**src/rtl/reg_bus_xfer_ctrl.sv**
```systemverilog
// reg_bus_xfer_ctrl
// Sequences src->dst register moves over the shared tri-state register bus.
// Two requesters (A = fetch/decode, B = execute) are arbitrated round-robin.
// A normal move drives the source for one settle cycle (DRIVE) before the
// write cycle (WRITE). src == dst and out-of-range indices complete in a
// single NOP cycle with no enables.
// All outputs are registered and decoded from the next state, so no
// combinational path exists from the request inputs to any output.
// Optional feature macro: WF8_BUS_TURNAROUND_EN inserts a one-cycle TURN
// state (all enables low) after every WRITE/NOP.
module reg_bus_xfer_ctrl #(
    parameter int REG_COUNT = 4,
    parameter int ADDR_W    = 2
) (
    input  logic                 clk,
    input  logic                 rst_n,
    input  logic                 a_valid,
    input  logic [ADDR_W-1:0]    a_src,
    input  logic [ADDR_W-1:0]    a_dst,
    output logic                 a_ready,
    input  logic                 b_valid,
    input  logic [ADDR_W-1:0]    b_src,
    input  logic [ADDR_W-1:0]    b_dst,
    output logic                 b_ready,
    output logic [REG_COUNT-1:0] out_en,
    output logic [REG_COUNT-1:0] write_en,
    output logic                 busy,
    output logic                 grant_b,
    output logic                 idx_err
);

    typedef enum logic [2:0] {
        IDLE  = 3'd0,
        DRIVE = 3'd1,
        WRITE = 3'd2,
        NOP   = 3'd3,
        TURN  = 3'd4
    } state_t;

    state_t state_reg, state_next;

    // last_grant: 0 = A, 1 = B. Resets to B so A wins the first tie.
    logic last_grant_reg, last_grant_next;
    logic grant_b_reg, grant_b_next;
    logic [ADDR_W-1:0] src_reg, src_next;
    logic [ADDR_W-1:0] dst_reg, dst_next;

    logic [REG_COUNT-1:0] out_en_reg, out_en_next;
    logic [REG_COUNT-1:0] write_en_reg, write_en_next;
    logic a_ready_reg, a_ready_next;
    logic b_ready_reg, b_ready_next;
    logic busy_reg, busy_next;
    logic idx_err_reg, idx_err_next;

    // Arbitration helpers (only meaningful while IDLE)
    logic              pick_b;
    logic [ADDR_W-1:0] req_src;
    logic [ADDR_W-1:0] req_dst;
    logic              req_bad;
    logic              drive_next;
    logic              write_next;

    // Round-robin pick: a lone request wins; on a tie the requester not granted last wins.
    always_comb begin
        pick_b  = b_valid && (!a_valid || !last_grant_reg);
        req_src = pick_b ? b_src : a_src;
        req_dst = pick_b ? b_dst : a_dst;
        req_bad = (int'(req_src) >= REG_COUNT) || (int'(req_dst) >= REG_COUNT);
    end

    // Next-state logic; the move is captured into src/dst registers at grant.
    always_comb begin
        state_next      = state_reg;
        last_grant_next = last_grant_reg;
        grant_b_next    = grant_b_reg;
        src_next        = src_reg;
        dst_next        = dst_reg;
        idx_err_next    = 1'b0;
        case (state_reg)
            IDLE: begin
                if (a_valid || b_valid) begin
                    last_grant_next = pick_b;
                    grant_b_next    = pick_b;
                    src_next        = req_src;
                    dst_next        = req_dst;
                    if (req_bad) begin
                        state_next   = NOP;
                        idx_err_next = 1'b1;
                    end else if (req_src == req_dst) begin
                        state_next = NOP;
                    end else begin
                        state_next = DRIVE;
                    end
                end
            end
            DRIVE: state_next = WRITE;
            WRITE, NOP: begin
`ifdef WF8_BUS_TURNAROUND_EN
                state_next = TURN;
`else
                state_next = IDLE;
`endif
            end
            TURN:    state_next = IDLE;
            default: state_next = IDLE;
        endcase
    end

    // Output decode from the next state so every output leaves a flop.
    always_comb begin
        drive_next   = (state_next == DRIVE) || (state_next == WRITE);
        write_next   = (state_next == WRITE);
        a_ready_next = ((state_next == WRITE) || (state_next == NOP)) && !grant_b_next;
        b_ready_next = ((state_next == WRITE) || (state_next == NOP)) && grant_b_next;
        busy_next    = (state_next != IDLE);
    end

    // One-hot enable decode per bus register
    generate
        for (genvar gi = 0; gi < REG_COUNT; gi++) begin : g_en
            assign out_en_next[gi]   = drive_next && (src_next == ADDR_W'(gi));
            assign write_en_next[gi] = write_next && (dst_next == ADDR_W'(gi));
        end
    endgenerate

    // State and captured-move registers; reset discards any move in flight.
    always_ff @(posedge clk or negedge rst_n) begin
        if (!rst_n) begin
            state_reg      <= IDLE;
            last_grant_reg <= 1'b1;
            grant_b_reg    <= 1'b0;
            src_reg        <= '0;
            dst_reg        <= '0;
        end else begin
            state_reg      <= state_next;
            last_grant_reg <= last_grant_next;
            grant_b_reg    <= grant_b_next;
            src_reg        <= src_next;
            dst_reg        <= dst_next;
        end
    end

    // Registered outputs; enables drop immediately on reset assertion.
    always_ff @(posedge clk or negedge rst_n) begin
        if (!rst_n) begin
            out_en_reg   <= '0;
            write_en_reg <= '0;
            a_ready_reg  <= 1'b0;
            b_ready_reg  <= 1'b0;
            busy_reg     <= 1'b0;
            idx_err_reg  <= 1'b0;
        end else begin
            out_en_reg   <= out_en_next;
            write_en_reg <= write_en_next;
            a_ready_reg  <= a_ready_next;
            b_ready_reg  <= b_ready_next;
            busy_reg     <= busy_next;
            idx_err_reg  <= idx_err_next;
        end
    end

    assign out_en   = out_en_reg;
    assign write_en = write_en_reg;
    assign a_ready  = a_ready_reg;
    assign b_ready  = b_ready_reg;
    assign busy     = busy_reg;
    assign grant_b  = grant_b_reg;
    assign idx_err  = idx_err_reg;

endmodule

```
**config.mk**
```make
export PLATFORM = sky130hd
export DESIGN_NAME = reg_bus_xfer_ctrl
export DESIGN_NICKNAME = d
export VERILOG_FILES = /design/src/rtl/reg_bus_xfer_ctrl.sv
export SDC_FILE = /design/constraint.sdc
export NUM_CORES = 1
export LEC_CHECK = 0
export ABC_AREA = 1
export CORE_UTILIZATION = 49
export CTS_CLUSTER_SIZE = 16
export DETAILED_ROUTE_END_ITERATION = 10
export HOLD_SLACK_MARGIN = 0.15
export PLACE_DENSITY = 0.8
export SLEW_MARGIN = 10
export SYNTH_ARGS = -nofsm -noshare
export SYNTH_HDL_FRONTEND = slang
export SYNTH_SLANG_ARGS = --single-unit
```
**constraint.sdc**
```tcl
create_clock -name clk -period 2.7 [get_ports clk]
set_input_delay 0.405 -clock clk [delete_from_list [all_inputs] [get_ports clk]]
set_output_delay 0.405 -clock clk [all_outputs]
set_load 0.05 [all_outputs]
```
==> metrics.txt <==
fin crit share=between 60% and 70%; GPL Wtd Cong=0.782; post-synthesis cell count=between 100 and 150; GR Overflow Total=0; Final min period=about 1.9 ns; R2R Path End=out_en[0]$_DFF_PN0_; hold-fix buffers at CTS=0; sequential share of power=around 45%; post-DP HPWL=roughly 1.4 mm; status=finished clean; sequential fraction of the synthesis area=between 50% and 60%; Fin. Hold Viols=0; clk buf depth=2; Final setup viols=0; multi-input logic area=between 300 and 400 um^2; Gate power share=between 30% and 40%; Seq cells post-synth=20; worst slew pin tran=between 0.8 and 0.9 ns; CP max-delay cell=clkdlybuf4s50_1; Num CTS Buffers=3; WHS=0.502 ns; switching share of power=36.1%; post-CTS repair timing setup buffer count=0; global-route usage over all layers=~20%; hold wc startpoint=dst_reg[1]$_DFF_PN0_; worst hold path cell count=2; Worst Path Required=between 2 and 2.5 ns; CP bufs+invs=1; clk root buf=clkbuf_4; nets=about 150; TritonCTS clock tree=done; vias=738; clock sink total=20; Peak VDD IR=about 0.42 mV; Ys Warns=0; post-placement cell count=between 150 and 200; Worst slew margin=between 40% and 50%; synthesized area per cell=8.24 um^2; Final Core Density=69.2%; wirelength, routed=roughly 1.7 mm; FF-to-FF Start=last_grant_reg$_DFFE_PN1P_; core area=between 1500 and 2000 um^2; number of fill cells=around 150; setup TNS=0 ns; Worst-path clk slew=approximately 0.10 ns; r2r setup slk=about 1.1 ns; max cap viols=0; max incr delay on CP=0.80 ns; fmax=~0.53 GHz; crit path cell chain=clkdlybuf4s50_1; RSZ-0062 raised after global routing=no; delay-heaviest family, CP=buffers and inverters; Crit Path Max Fanout=2; design area=between 1000 and 1500 um^2; Max Slew Vio Count=0; FF+latch area=roughly 500 um^2; io pins=25; Initial Util=around 52%; cts repair resizes=0; Crit Path Class=reg -> out; Reg2Reg Depth=11; routed len/inst=10.5 um; Worst Hold Path EP=dst_reg[1]$_DFF_PN0_; largest net degree at the start of global routing=21; layout cells sized above 1=roughly a tenth; first-pass GRT wire length=2.88 mm; Crit path arrival time=roughly 1.5 ns; H-Tree Depth=1; DRC viols=0; Setup crit end kind=output port; Int Pwr=around 0.53 mW; clock latency on the worst-skew pair=roughly 0.3 ns; antenna violations before repair=0; num rows=15; Post-DP Area=between 1000 and 1500 um^2; Avg Vias per Cell=between 4 and 5; initial DRC count=16; Syn-to-layout area delta=31.9%; antenna-violating nets left=0; Clock Skew=around 0.0022 ns; PD cells=just under 700 nW/um^2; Psw=0.299 mW; Pleak=roughly 0.60 nW; clock power share=just under 20%; Die Ht=around 45 um; number of I/O port buffers=23; startpoint types=register; Yosys cell types=23; synthesized area=just over 900 um^2; Non-Filler Instances=~160; Die X=approximately 45 um; DR pass1 iterations=4; vias in the first global route=~730; Die ar.=2020 um^2; diode count=0; worst hold path type=reg -> reg
[cell usage after synthesis]
cell type / n / share of area [%]
nand2_4: 1 / 1.2
o21ai_1: 4 / 2.2
nand2_1: 31 / 13
inv_1: 15 / 6.2
nor2_4: 1 / 1.2
o21bai_1: 1 / 0.83
nor3_1: 1 / 0.55
nand3_1: 6 / 3.3
o21ai_2: 2 / 1.9
nor2_2: 1 / 0.69
nand3b_1: 1 / 0.83
dfstp_2: 1 / 2.9
dfrtp_1: 19 / 52
nor2_1: 14 / 5.8
nand2_2: 1 / 0.69
a21oi_1: 1 / 0.55
buf_2: 1 / 0.55
or2_1: 1 / 0.69
conb_1: 1 / 0.41
a211oi_1: 1 / 0.83
buf_4: 1 / 0.83
inv_2: 3 / 1.2
o21ai_0: 2 / 1.1
[per-layer routing]
metal  vias to the layer above  global-route usage (%)  part of all wire (%)
li1                        383                       -                     -
met1                       332                    21.0                    39
met2                        18                    36.8                    55
met3                         5                    7.20                   5.1
met4                         0                    7.88                   1.1
met5                         -                       0                     0
[per-stage QoR]
step	setup WS, ns	power, mW
2_1_floorplan	1.28	0.577
3_3_place_gp	0.726	0.664
3_5_place_dp	0.659	0.670
4_1_cts	0.817	0.835
5_1_grt	0.763	0.878
6_report	0.828	0.829
[cell usage in the layout (no fill, tap or decap), drive strengths merged, types with 2 or more instances in the layout]
cell type / netlist / layout
conb: 1 / 2
nand3: 6 / 6
o21ai: 8 / 8
dfrtp: 19 / 19
nor2: 16 / 16
nand2: 33 / 33
inv: 18 / 18
clkbuf: 0 / 4
clkdlybuf4s50: 0 / 23
[layout make-up]
class | count | area share (%)
inverters | 18 | 5.65
flip-flops and latches | 20 | 42.0
repair buffers | 23 | 19.3
clock buffers | 4 | 3.04
multi-input cells | 71 | 27.4
well taps | 25 | 2.62
[power by group through the flow]
stage               Combinational, mW  Sequential, mW  Clock, mW
floorplan                       0.129           0.448          0
detailed placement              0.294           0.377          0
global route                    0.322           0.375      0.181
CTS                             0.295           0.371      0.169
finish                          0.292           0.371      0.165
global placement                0.288           0.376          0
[cell families (layout without fill, tap and decap cells)]
| logic type | after synthesis | count (layout) | synth area share [%] |
|---|---|---|---|
| AND/OR/NAND/NOR | 58 | 58 | 27.9 |
| buffers and inverters | 20 | 45 | 8.84 |
| AO/OA/AOI/OAI | 11 | 11 | 7.46 |
| other | 1 | 2 | 0.414 |
| flip-flops | 20 | 20 | 55.4 |
[worst min-delay path: cells and delay by family, from the launching register on]
kind	cells	cell delay (ns)
compound gates	1	0.07
flops	1	0.34
simple gates	1	0.06
[worst max-delay path by stage]
stage                                           from             endpoint  slack, ns  cells after the start
after detailed placement                     b_valid  out_en[0]$_DFF_PN0_       0.66                     10
final                              grant_b$_DFF_PN0_              grant_b       0.83                      1
after global routing               grant_b$_DFF_PN0_              grant_b       0.76                      1
after floorplan           last_grant_reg$_DFFE_PN1P_  out_en[0]$_DFF_PN0_       1.28                     11
after global placement                       b_valid  out_en[2]$_DFF_PN0_       0.73                     10
after CTS                          grant_b$_DFF_PN0_              grant_b       0.82                      1
No activity file was read; power rests on OpenSTA's default activity.
